$ cat src/rtl/cbfp1_seq_ctrl_if.sv
// Bundle between the CBFP1 sequencer and its surroundings: butterfly-side strobes in,
// datapath/buffer controls out. The master is the upstream driver, the slave is the sequencer.
interface cbfp1_seq_ctrl_if #(
    parameter int unsigned ADDR_WIDTH = 3,
    parameter int unsigned BLK_WIDTH  = 3
);
    logic                  alert_cbfp;
    logic                  din_valid;
    logic                  mag_en;
    logic                  min_clr;
    logic                  min_en;
    logic                  min_latch;
    logic                  wr_en;
    logic                  wr_bank;
    logic [ADDR_WIDTH-1:0] wr_addr;
    logic                  rd_en;
    logic                  rd_bank;
    logic [ADDR_WIDTH-1:0] rd_addr;
    logic                  shift_en;
    logic                  valid_mod1;
    logic [BLK_WIDTH-1:0]  blk_idx;
    logic                  frame_done;
    logic                  overrun_err;

    modport master (
        output alert_cbfp, din_valid,
        input  mag_en, min_clr, min_en, min_latch, wr_en, wr_bank, wr_addr,
               rd_en, rd_bank, rd_addr, shift_en, valid_mod1, blk_idx, frame_done, overrun_err
    );

    modport slave (
        input  alert_cbfp, din_valid,
        output mag_en, min_clr, min_en, min_latch, wr_en, wr_bank, wr_addr,
               rd_en, rd_bank, rd_addr, shift_en, valid_mod1, blk_idx, frame_done, overrun_err
    );
endinterface

$ cat src/rtl/cbfp1_seq_ctrl.sv
// CBFP1 stage sequencer: counts beats into blocks, times mag/min detection and the block
// minimum latch, and schedules ping-pong buffer read bursts feeding the bit-shift stage.
module cbfp1_seq_ctrl #(
    parameter int unsigned BEATS_PER_BLOCK = 8,
    parameter int unsigned ADDR_WIDTH      = 3,
    parameter int unsigned NUM_BLOCKS      = 8,
    parameter int unsigned BLK_WIDTH       = 3,
    parameter int unsigned MAG_LAT         = 1,
    parameter int unsigned MIN_LAT         = 1
) (
    input  logic              clk,
    input  logic              rst,
    cbfp1_seq_ctrl_if.slave   bus
);
    localparam logic [ADDR_WIDTH-1:0] LAST_ADDR = ADDR_WIDTH'(BEATS_PER_BLOCK - 1);
    localparam logic [BLK_WIDTH-1:0]  LAST_BLK  = BLK_WIDTH'(NUM_BLOCKS - 1);

    typedef enum logic {IDLE, FILL} wr_state_e;
    wr_state_e state_q, state_d;

    logic                  accept, blk_last, frame_last, flush;
    logic [ADDR_WIDTH-1:0] base_addr, wr_addr_q, wr_addr_d;
    logic [BLK_WIDTH-1:0]  base_blk, wr_blk_q, wr_blk_d;
    logic                  base_bank, wr_bank_q, wr_bank_d;

    // mag-detect delay line: valid, first/last beat of block, bank, block index
    logic [MAG_LAT-1:0]                mv_q, mv_d, mf_q, mf_d, ml_q, ml_d, mb_q, mb_d;
    logic [MAG_LAT-1:0][BLK_WIDTH-1:0] mk_q, mk_d;
    // min-detect delay line carrying the block-end token to min_latch
    logic [MIN_LAT-1:0]                lv_q, lv_d, lb_q, lb_d;
    logic [MIN_LAT-1:0][BLK_WIDTH-1:0] lk_q, lk_d;

    logic                  latch, lat_bank;
    logic [BLK_WIDTH-1:0]  lat_blk;
    logic                  burst_end, rd_free, rd_start;
    logic                  rd_en_q, rd_en_d, rd_bank_q, rd_bank_d;
    logic [ADDR_WIDTH-1:0] rd_addr_q, rd_addr_d;
    logic [BLK_WIDTH-1:0]  rd_blk_q, rd_blk_d, pend_blk_q, pend_blk_d;
    logic                  pending_q, pending_d, pend_bank_q, pend_bank_d;
    logic                  overrun_q, overrun_d;
    logic                  sh_en_q, sh_en_d, sh_fd_q, sh_fd_d;
    logic [BLK_WIDTH-1:0]  sh_blk_q, sh_blk_d, vblk_q, vblk_d;
    logic                  vld_q, vld_d, fd_q, fd_d;

    // alert always flushes: when nothing is in flight this equals a plain frame start
    always_comb begin
        flush      = bus.alert_cbfp;
        base_addr  = flush ? '0 : wr_addr_q;
        base_blk   = flush ? '0 : wr_blk_q;
        base_bank  = flush ? 1'b0 : wr_bank_q;
        accept     = bus.din_valid && (flush || state_q == FILL);
        blk_last   = accept && (base_addr == LAST_ADDR);
        frame_last = blk_last && (base_blk == LAST_BLK);
    end

    always_ff @(posedge clk) begin
        if (rst) state_q <= IDLE;
        else     state_q <= state_d;
    end

    always_comb begin
        state_d = state_q;
        unique case (state_q)
            IDLE: if (flush && !frame_last) state_d = FILL;
            FILL: if (frame_last) state_d = IDLE;
        endcase
    end

    always_comb begin
        bus.mag_en  = accept;
        bus.wr_en   = accept;
        bus.wr_addr = accept ? base_addr : '0;
        bus.wr_bank = accept && base_bank;
    end

    always_comb begin
        wr_addr_d = base_addr;
        wr_blk_d  = base_blk;
        wr_bank_d = base_bank;
        if (accept) begin
            wr_addr_d = blk_last ? '0 : base_addr + 1'b1;
            if (blk_last) begin
                wr_bank_d = ~base_bank;
                wr_blk_d  = (base_blk == LAST_BLK) ? '0 : base_blk + 1'b1;
            end
        end
    end

    always_comb begin
        mv_d = '0; mf_d = '0; ml_d = '0; mb_d = '0; mk_d = '0;
        lv_d = '0; lb_d = '0; lk_d = '0;
        if (!flush) begin
            for (int unsigned i = 1; i < MAG_LAT; i++) begin
                mv_d[i] = mv_q[i-1]; mf_d[i] = mf_q[i-1]; ml_d[i] = ml_q[i-1];
                mb_d[i] = mb_q[i-1]; mk_d[i] = mk_q[i-1];
            end
            for (int unsigned i = 1; i < MIN_LAT; i++) begin
                lv_d[i] = lv_q[i-1]; lb_d[i] = lb_q[i-1]; lk_d[i] = lk_q[i-1];
            end
            lv_d[0] = mv_q[MAG_LAT-1] && ml_q[MAG_LAT-1];
            lb_d[0] = mb_q[MAG_LAT-1];
            lk_d[0] = mk_q[MAG_LAT-1];
        end
        mv_d[0] = accept;
        mf_d[0] = accept && (base_addr == '0);
        ml_d[0] = blk_last;
        mb_d[0] = base_bank;
        mk_d[0] = base_blk;
    end

    assign latch    = lv_q[MIN_LAT-1];
    assign lat_bank = lb_q[MIN_LAT-1];
    assign lat_blk  = lk_q[MIN_LAT-1];

    // a latch on the last cycle of a burst chains straight into the next burst
    always_comb begin
        burst_end = rd_en_q && (rd_addr_q == LAST_ADDR);
        rd_free   = !rd_en_q || burst_end;
        rd_start  = rd_free && (pending_q || latch);

        rd_en_d   = rd_en_q && !burst_end;
        rd_addr_d = rd_en_d ? rd_addr_q + 1'b1 : '0;
        rd_bank_d = rd_en_d && rd_bank_q;
        rd_blk_d  = rd_en_d ? rd_blk_q : '0;
        if (rd_start) begin
            rd_en_d   = 1'b1;
            rd_addr_d = '0;
            rd_bank_d = pending_q ? pend_bank_q : lat_bank;
            rd_blk_d  = pending_q ? pend_blk_q : lat_blk;
        end

        pending_d   = pending_q && !rd_start;
        pend_bank_d = pend_bank_q;
        pend_blk_d  = pend_blk_q;
        overrun_d   = overrun_q;
        if (latch && !(rd_start && !pending_q)) begin
            pending_d   = 1'b1;
            pend_bank_d = lat_bank;
            pend_blk_d  = lat_blk;
            if (pending_q && !rd_start) overrun_d = 1'b1;
        end

        sh_en_d  = rd_en_q;
        sh_blk_d = rd_blk_q;
        sh_fd_d  = burst_end && (rd_blk_q == LAST_BLK);
        vld_d    = sh_en_q;
        vblk_d   = sh_blk_q;
        fd_d     = sh_fd_q;

        if (flush) begin
            rd_en_d = 1'b0; rd_addr_d = '0; rd_bank_d = 1'b0; rd_blk_d = '0;
            pending_d = 1'b0; pend_bank_d = 1'b0; pend_blk_d = '0;
            overrun_d = overrun_q;
            sh_en_d = 1'b0; sh_blk_d = '0; sh_fd_d = 1'b0;
            vld_d = 1'b0; vblk_d = '0; fd_d = 1'b0;
        end
    end

    always_ff @(posedge clk) begin
        if (rst) begin
            wr_addr_q <= '0; wr_blk_q <= '0; wr_bank_q <= 1'b0;
            mv_q <= '0; mf_q <= '0; ml_q <= '0; mb_q <= '0; mk_q <= '0;
            lv_q <= '0; lb_q <= '0; lk_q <= '0;
            rd_en_q <= 1'b0; rd_addr_q <= '0; rd_bank_q <= 1'b0; rd_blk_q <= '0;
            pending_q <= 1'b0; pend_bank_q <= 1'b0; pend_blk_q <= '0; overrun_q <= 1'b0;
            sh_en_q <= 1'b0; sh_blk_q <= '0; sh_fd_q <= 1'b0;
            vld_q <= 1'b0; vblk_q <= '0; fd_q <= 1'b0;
        end else begin
            wr_addr_q <= wr_addr_d; wr_blk_q <= wr_blk_d; wr_bank_q <= wr_bank_d;
            mv_q <= mv_d; mf_q <= mf_d; ml_q <= ml_d; mb_q <= mb_d; mk_q <= mk_d;
            lv_q <= lv_d; lb_q <= lb_d; lk_q <= lk_d;
            rd_en_q <= rd_en_d; rd_addr_q <= rd_addr_d; rd_bank_q <= rd_bank_d; rd_blk_q <= rd_blk_d;
            pending_q <= pending_d; pend_bank_q <= pend_bank_d; pend_blk_q <= pend_blk_d;
            overrun_q <= overrun_d;
            sh_en_q <= sh_en_d; sh_blk_q <= sh_blk_d; sh_fd_q <= sh_fd_d;
            vld_q <= vld_d; vblk_q <= vblk_d; fd_q <= fd_d;
        end
    end

    assign bus.min_en      = mv_q[MAG_LAT-1];
    assign bus.min_clr     = mv_q[MAG_LAT-1] && mf_q[MAG_LAT-1];
    assign bus.min_latch   = latch;
    assign bus.rd_en       = rd_en_q;
    assign bus.rd_bank     = rd_bank_q;
    assign bus.rd_addr     = rd_addr_q;
    assign bus.shift_en    = sh_en_q;
    assign bus.valid_mod1  = vld_q;
    assign bus.blk_idx     = vblk_q;
    assign bus.frame_done  = fd_q;
    assign bus.overrun_err = overrun_q;
endmodule
$ cat src/flat_wrapper.sv
// flat-port wrapper written by rule: the top's interface ports become plain ports
module cbfp1_seq_ctrl_flat 
#(
    parameter int unsigned BEATS_PER_BLOCK = 8,
    parameter int unsigned ADDR_WIDTH      = 3,
    parameter int unsigned NUM_BLOCKS      = 8,
    parameter int unsigned BLK_WIDTH       = 3,
    parameter int unsigned MAG_LAT         = 1,
    parameter int unsigned MIN_LAT         = 1
)
  (clk, rst, bus_alert_cbfp, bus_din_valid, bus_mag_en, bus_min_clr, bus_min_en, bus_min_latch, bus_wr_en, bus_wr_bank, bus_wr_addr, bus_rd_en, bus_rd_bank, bus_rd_addr, bus_shift_en, bus_valid_mod1, bus_blk_idx, bus_frame_done, bus_overrun_err);
  cbfp1_seq_ctrl_if #(.ADDR_WIDTH(ADDR_WIDTH), .BLK_WIDTH(BLK_WIDTH)) bus_i ();
  input  logic clk;
  input  logic rst;
  input wire logic [$bits(bus_i.alert_cbfp)-1:0] bus_alert_cbfp;
  input wire logic [$bits(bus_i.din_valid)-1:0] bus_din_valid;
  output wire logic [$bits(bus_i.mag_en)-1:0] bus_mag_en;
  output wire logic [$bits(bus_i.min_clr)-1:0] bus_min_clr;
  output wire logic [$bits(bus_i.min_en)-1:0] bus_min_en;
  output wire logic [$bits(bus_i.min_latch)-1:0] bus_min_latch;
  output wire logic [$bits(bus_i.wr_en)-1:0] bus_wr_en;
  output wire logic [$bits(bus_i.wr_bank)-1:0] bus_wr_bank;
  output wire logic [$bits(bus_i.wr_addr)-1:0] bus_wr_addr;
  output wire logic [$bits(bus_i.rd_en)-1:0] bus_rd_en;
  output wire logic [$bits(bus_i.rd_bank)-1:0] bus_rd_bank;
  output wire logic [$bits(bus_i.rd_addr)-1:0] bus_rd_addr;
  output wire logic [$bits(bus_i.shift_en)-1:0] bus_shift_en;
  output wire logic [$bits(bus_i.valid_mod1)-1:0] bus_valid_mod1;
  output wire logic [$bits(bus_i.blk_idx)-1:0] bus_blk_idx;
  output wire logic [$bits(bus_i.frame_done)-1:0] bus_frame_done;
  output wire logic [$bits(bus_i.overrun_err)-1:0] bus_overrun_err;
  assign bus_i.alert_cbfp = bus_alert_cbfp;
  assign bus_i.din_valid = bus_din_valid;
  assign bus_mag_en = bus_i.mag_en;
  assign bus_min_clr = bus_i.min_clr;
  assign bus_min_en = bus_i.min_en;
  assign bus_min_latch = bus_i.min_latch;
  assign bus_wr_en = bus_i.wr_en;
  assign bus_wr_bank = bus_i.wr_bank;
  assign bus_wr_addr = bus_i.wr_addr;
  assign bus_rd_en = bus_i.rd_en;
  assign bus_rd_bank = bus_i.rd_bank;
  assign bus_rd_addr = bus_i.rd_addr;
  assign bus_shift_en = bus_i.shift_en;
  assign bus_valid_mod1 = bus_i.valid_mod1;
  assign bus_blk_idx = bus_i.blk_idx;
  assign bus_frame_done = bus_i.frame_done;
  assign bus_overrun_err = bus_i.overrun_err;
  cbfp1_seq_ctrl #(.BEATS_PER_BLOCK(BEATS_PER_BLOCK), .ADDR_WIDTH(ADDR_WIDTH), .NUM_BLOCKS(NUM_BLOCKS), .BLK_WIDTH(BLK_WIDTH), .MAG_LAT(MAG_LAT), .MIN_LAT(MIN_LAT)) u_core (.clk(clk), .rst(rst), .bus(bus_i));
endmodule
$ cat config.mk
export PLATFORM = sky130hd
export DESIGN_NAME = cbfp1_seq_ctrl_flat
export DESIGN_NICKNAME = d
export VERILOG_FILES = /design/src/rtl/cbfp1_seq_ctrl_if.sv /design/src/rtl/cbfp1_seq_ctrl.sv /design/src/flat_wrapper.sv
export SDC_FILE = /design/constraint.sdc
export NUM_CORES = 1
export LEC_CHECK = 0
export CORE_AREA = 2 2 62 64
export DETAILED_ROUTE_END_ITERATION = 10
export DIE_AREA = 0 0 64 66
export HOLD_SLACK_MARGIN = 0.05
export PLACE_DENSITY = 0.72
export SLEW_MARGIN = 20
export SYNTH_ARGS = -nofsm -noshare
export SYNTH_HDL_FRONTEND = slang
export SYNTH_SLANG_ARGS = --single-unit
$ cat constraint.sdc
create_clock -name clk -period 1.8 [get_ports clk]
set_input_delay 0.45 -clock clk [delete_from_list [all_inputs] [get_ports clk]]
set_output_delay 0.45 -clock clk [all_outputs]
set_load 0.02 [all_outputs]
==> results.json, run 1 <==
{
  "p_leak_nw": 1.028,
  "slowest_stage": "clkdlybuf4s50_1",
  "die_h_um": 66,
  "power_density_mw_per_mm2": 721.4,
  "syn-num-nets": 164,
  "diodes": 0,
  "netlist_area_mm2": 0.001609,
  "min_period_over_period_pct": 95.81,
  "portBuffers": 24,
  "cap_violations": 0,
  "drtIter0Drc": 29,
  "hold_class": "reg2reg",
  "core_area_mm2": 0.003551,
  "end_kind": "output pin",
  "wl_per_cell_um": 12.14,
  "synth_edf_count": 0,
  "cts_max_level": 2,
  "ys_seq_area_share_pct": 54.74,
  "pwr-share-clk_pct": 28.6,
  "max_stage_delay_ns": 0.60,
  "fin_crit_ns": 1.725,
  "synthTopCellsByArea": "dfxtp_1 (55%), ha_1 (6.2%), mux2i_1 (6.2%)",
  "grt_pass1_vias": 1171,
  "hold_viol_final": 0,
  "p_switching_mw": 0.3374,
  "fin_area_mm2": 0.002087,
  "worstPathCellList": "clkdlybuf4s50_1",
  "fmax_ghz": 0.5798,
  "path_buf_inv": 1,
  "slew_violations": 0,
  "drtAntennaViolNets": 0,
  "final_util_pct": 58.77,
  "synth_top_area_share_pct": 54.74,
  "clock-sinks": 44,
  "rsz0062_at_grt": "no",
  "nNetsFinal": 208,
  "cp_max_fo": 1,
  "drt-pass1-iter-count": 4,
  "grt.overflow.total": 0,
  "setup_violations": 0,
  "setup.worst_path.start_class": "register",
  "vias": 1165,
  "yosysWarnings": 0,
  "initial_core_util_pct": 45.31,
  "dpl-instance-area_mm2": 0.002011,
  "synth_common_cells": "dfxtp_1 (44), and2_1 (15), nor2_1 (14)",
  "crit_family": "buffers and inverters",
  "die_area_mm2": 0.004224,
  "die_w_um": 64,
  "seqPwrFrac_pct": 65.3,
  "internal_power_mw": 1.168,
  "clk_pin_slew_ns": 0.12,
  "antenna_found_initial": 0,
  "area_growth_syn_to_layout_pct": 29.70,
  "synthFlopType": "dfxtp_1",
  "yosysTopAreaCell": "dfxtp_1",
  "hpwl_um": 2193,
  "drive_gt1_share_pct": 22.45,
  "ioPinCount": 25,
  "p_sw_share_pct": 22.41,
  "worstMarginPinSlew_ns": 0.3928,
  "clock-root-buffer": "clkbuf_4",
  "rows": 22,
  "routed_wl_um": 2962,
  "fill_cells": 300,
  "crit_type": "reg2out",
  "crit_arrival_ns": 1.27,
  "status": "finished clean",
  "cts_made_buffers": 5,
  "grt_max_degree": 17,
  "vdd_drop_max_mv": 0.4365,
  "cts_buffer_depth": 2,
  "ys_async_sr_fraction_pct": 0,
  "syn_area_per_cell_um2": 10.59,
  "cp.required_ns": 1.35,
  "ys_ff_latch": 44,
  "finClkSkew_ns": 0.01123,
  "grt_pass1_wl_um": 4981,
  "avgViaCountPerCell": 4.775,
  "relSlewSlack_pct": 73.78,
  "route.detailed.drc": 0,
  "synthCells": 152,
  "routabilityCongestion": 0.7497,
  "insertion_delay_ns": 0.34,
  "yosysMostFrequentCell": "dfxtp_1",
  "grtUsageTotal_pct": 15.49,
  "cts_tree": "done",
  "postCtsHoldBufs": 0,
  "ys_types": 31,
  "p_comb_share_pct": 6.1
}
==> sequential cells by signal, indices dropped and copies added (netlist names), 3 cells and up <==
register and cells:
u_core.bus.blk_idx 3, u_core.wr_blk_q 3, u_core.mk_q 3, u_core.rd_blk_q 3
u_core.bus.rd_addr 3, u_core.sh_blk_q 3, u_core.lat_blk 3, u_core.wr_addr_q 3
u_core.pend_blk_q 3
==> logic make-up after synthesis <==
kind of cell    synth area share [%]
mux                            6.221
simple gates                   19.83
fa+ha+maj                      6.221
compound gates                 7.700
xor+xnor                       1.089
buf+inv                        4.199
flops                          54.74
==> timing repair <==
action,CTS,global route
endpoints found under the setup margin,18,13
gates resized for setup,39,12
buffers inserted,1,1
pin swaps,1,1
==> stage by stage <==
| step | setup WS [ns] | hold WS, ns | instances | TNS, ns | total power [mW] |
|---|---|---|---|---|---|
| after floorplan | 0.03915 | 0.4057 | 152 | 0 | 1.044 |
| after global placement | -0.6132 | 0.4085 | 235 | -7.425 | 1.089 |
| after detailed placement | -0.7093 | 0.4129 | 235 | -9.697 | 1.092 |
| after CTS | -0.01608 | 0.4419 | 243 | -0.01608 | 1.521 |
| after global routing | 0.01141 | 0.4594 | 244 | 0 | 1.575 |
| final | 0.07534 | 0.4375 | 244 | 0 | 1.506 |
==> path summary, 6_finish.rpt <==
kind                                            start                    end  slack [ns]  cells past startpoint
worst max-delay path            u_core.bus.valid_mod1         bus_valid_mod1        0.08                      1
worst min-delay path                   u_core.sh_fd_q  u_core.bus.frame_done        0.44                      1
worst max register to register    u_core.wr_addr_q[0]    u_core.wr_addr_q[2]        0.14                      6
worst min register to register         u_core.sh_fd_q  u_core.bus.frame_done        0.44                      1
==> final cells by class <==
| class | instances | area (µm²) | share of cell area (%) |
|---|---|---|---|
| multi-input combinational | 93 | 685.7 | 32.85 |
| inverter | 7 | 26.28 | 1.259 |
| clock inverter | 1 | 5.005 | 0.2398 |
| tap | 48 | 60.06 | 2.878 |
| sequential | 44 | 884.6 | 42.39 |
| timing repair buffer | 45 | 384.1 | 18.41 |
| clock buffer | 6 | 41.29 | 1.978 |
==> cell usage in the layout (no fill, tap or decap), drive strengths merged, types with 6 or more instances in the layout <==
master,Yosys,final
and2,15,15
buf,5,27
clkbuf,3,7
clkdlybuf4s50,0,6
dfxtp,44,44
dlymetal6s2s,0,6
ha,8,8
inv,7,7
mux2i,10,10
nand2,11,11
nor2,14,14
==> power by group through the flow <==
stage                     combinational (mW)  sequential, mW  clock (mW)
after floorplan                       0.0375            1.01           0
after global placement                0.0837            1.01           0
after detailed placement              0.0867            1.01           0
after CTS                             0.0875           0.985       0.449
after global routing                  0.0993           0.984       0.492
final                                 0.0921           0.983       0.431
==> per-layer routing <==
layer  global-route usage (%)  wire length, µm  vias up
li1                         -                -      586
met1                    15.19             1184      558
met2                    29.95             1656       17
met3                    5.622               86        4
met4                    4.891               34        0
met5                        0                0        -
(Power assumes the default switching activity.)
==> run 2, diff against run 1 <==
--- a/config.mk
+++ b/config.mk
@@ -5,11 +5,11 @@
 export SDC_FILE = /design/constraint.sdc
 export NUM_CORES = 1
 export LEC_CHECK = 0
-export CORE_AREA = 2 2 62 64
+export CORE_AREA = 2 2 67 69
 export DETAILED_ROUTE_END_ITERATION = 10
-export DIE_AREA = 0 0 64 66
+export DIE_AREA = 0 0 69 71
+export GPL_ROUTABILITY_DRIVEN = 1
 export HOLD_SLACK_MARGIN = 0.05
-export PLACE_DENSITY = 0.72
 export SLEW_MARGIN = 20
 export SYNTH_ARGS = -nofsm -noshare
 export SYNTH_HDL_FRONTEND = slang
==> constraint.sdc (replaced) <==
create_clock -name clk -period 1.59 [get_ports clk]
set_input_delay 0.3975 -clock clk [delete_from_list [all_inputs] [get_ports clk]]
set_output_delay 0.3975 -clock clk [all_outputs]
set_load 0.02 [all_outputs]
==> results.json, run 2 (same netlist as run 1, synthesis figures left out) <==
{
  "ioPinCount": 25,
  "grt_max_degree": 15,
  "fill_cells": 406,
  "hold_class": "reg2reg",
  "clock-sinks": 44,
  "vias": 1117,
  "drtIter0Drc": 16,
  "diodes": 0,
  "worstMarginPinSlew_ns": 0.4172,
  "rsz0062_at_grt": "yes",
  "whs_ns": 0.4264,
  "layout_common_cells": "dfxtp_1 (43), buf_4 (22), and2_1 (15), dlygate4sd2_1 (15), nor2_1 (14)",
  "postCtsHoldBufs": 0,
  "avgViaCountPerCell": 4.504,
  "setup_violations": 0,
  "cap_violations": 0,
  "cts_made_buffers": 5,
  "cp.required_ns": 1.19,
  "power_density_mw_per_mm2": 974.3,
  "cts_max_level": 2,
  "vdd_drop_max_mv": 0.5524,
  "rr_startpoint": "u_core.wr_addr_q[0]",
  "portBuffers": 24,
  "p_total_mw": 2.089,
  "grt_pass1_vias": 1075,
  "setup.worst_path.start_class": "register",
  "nNetsFinal": 207,
  "crit_arrival_ns": 1.16,
  "cts_buffer_depth": 2,
  "clock-root-buffer": "clkbuf_8",
  "grt.overflow.total": 0,
  "dpl-instance-area_mm2": 0.002041,
  "area_growth_syn_to_layout_pct": 33.28,
  "fin_area_mm2": 0.002145,
  "insertion_delay_ns": 0.29,
  "worstSetupEndpoint": "bus_wr_addr[0]",
  "core_area_mm2": 0.004204,
  "grtUsageTotal_pct": 12.12,
  "finClkSkew_ns": 0.004759,
  "cp_max_fo": 3,
  "die_area_mm2": 0.004899,
  "route.detailed.drc": 0,
  "final_util_pct": 51.01,
  "crit_type": "reg2out",
  "clk_pin_slew_ns": 0.08,
  "rows": 24,
  "setup_slack_ns": 0.02849,
  "cts_tree": "done",
  "drt-pass1-iter-count": 4,
  "die_w_um": 69,
  "wl_per_cell_um": 10.83,
  "r2r_end": "u_core.wr_addr_q[2]",
  "reg2reg_depth": 6,
  "die_h_um": 71,
  "routabilityCongestion": 0.8376,
  "end_kind": "output pin",
  "pre_cts_ws_ns": -0.7928,
  "fmax_ghz": 0.6404,
  "slew_violations": 0,
  "p_leak_nw": 0.9974,
  "drive_gt1_share_pct": 22.96,
  "initial_core_util_pct": 38.27,
  "status": "finished clean",
  "hpwl_um": 1951,
  "min_period_over_period_pct": 98.21,
  "routed_wl_um": 2687,
  "antenna_found_initial": 0,
  "grt_pass1_wl_um": 4650,
  "hold_viol_final": 0,
  "fin_crit_ns": 1.562,
  "final_common_cell": "dfxtp_1",
  "crit_start": "u_core.state_q",
  "drtAntennaViolNets": 0,
  "relSlewSlack_pct": 72.15,
  "r2r_slack_ns": 0.09
}
## run 2: repair_timing
| item | 4_1_cts | 5_1_grt |
|---|---|---|
| endpoints found under the setup margin | 29 | 10 |
| resized for setup | 47 | 7 |
| buffers inserted | 2 | 0 |
| pin swaps | 1 | 1 |
| endpoints found under the hold margin | 0 | 0 |
## run 2: worst min-delay path by stage
stage | start | endpoint | slack, ns | cells past startpoint
after detailed placement | u_core.sh_blk_q[1] | u_core.bus.blk_idx[1] | 0.41 | 1
after CTS | u_core.sh_blk_q[1] | u_core.bus.blk_idx[1] | 0.43 | 1
after global routing | u_core.sh_blk_q[1] | u_core.bus.blk_idx[1] | 0.45 | 1
after floorplan | u_core.sh_blk_q[0] | u_core.bus.blk_idx[0] | 0.41 | 1
final | u_core.sh_blk_q[1] | u_core.bus.blk_idx[1] | 0.43 | 1
after global placement | u_core.mk_q[1] | u_core.lat_blk[1] | 0.41 | 1
## run 2: per-stage QoR
stage	cells	TNS, ns
final	248	0
after global routing	248	-0.03766
after CTS	248	-0.04807
after detailed placement	238	-14.59
after global placement	238	-13.01
after floorplan	152	0
## run 2: final cells by class
type / instances / area (µm²) / share of cell area (%)
tap: 52 / 65.06 / 3.034
clock buffer: 6 / 82.58 / 3.851
sequential: 44 / 882.1 / 41.13
clock inverter: 2 / 38.79 / 1.809
multi-input combinational: 93 / 701.9 / 32.73
inverter: 7 / 26.28 / 1.225
timing repair buffer: 44 / 347.8 / 16.22
## run 2: power by group
| group | internal [mW] | switching, mW | total, mW | leakage, nW |
|---|---|---|---|---|
| clock | 0.513 | 0.366 | 0.879 | 0.0614 |
| combinational | 0.0467 | 0.0513 | 0.0980 | 0.581 |
| sequential | 1.11 | 0.00380 | 1.11 | 0.355 |
| total | 1.67 | 0.421 | 2.09 | 0.997 |
## run 2: layer usage
layer  wire (µm)  GRT usage [%]
met1        1160          12.77
met4          60          6.536
met3         104          4.416
met5           0              0
met2        1361          21.15
## run 2: worst max-delay path: stages (launching register included)
cell     delay (ns)
dfxtp_2        0.34
o21ai_4        0.15
inv_2          0.05
ha_1           0.18
buf_2          0.15
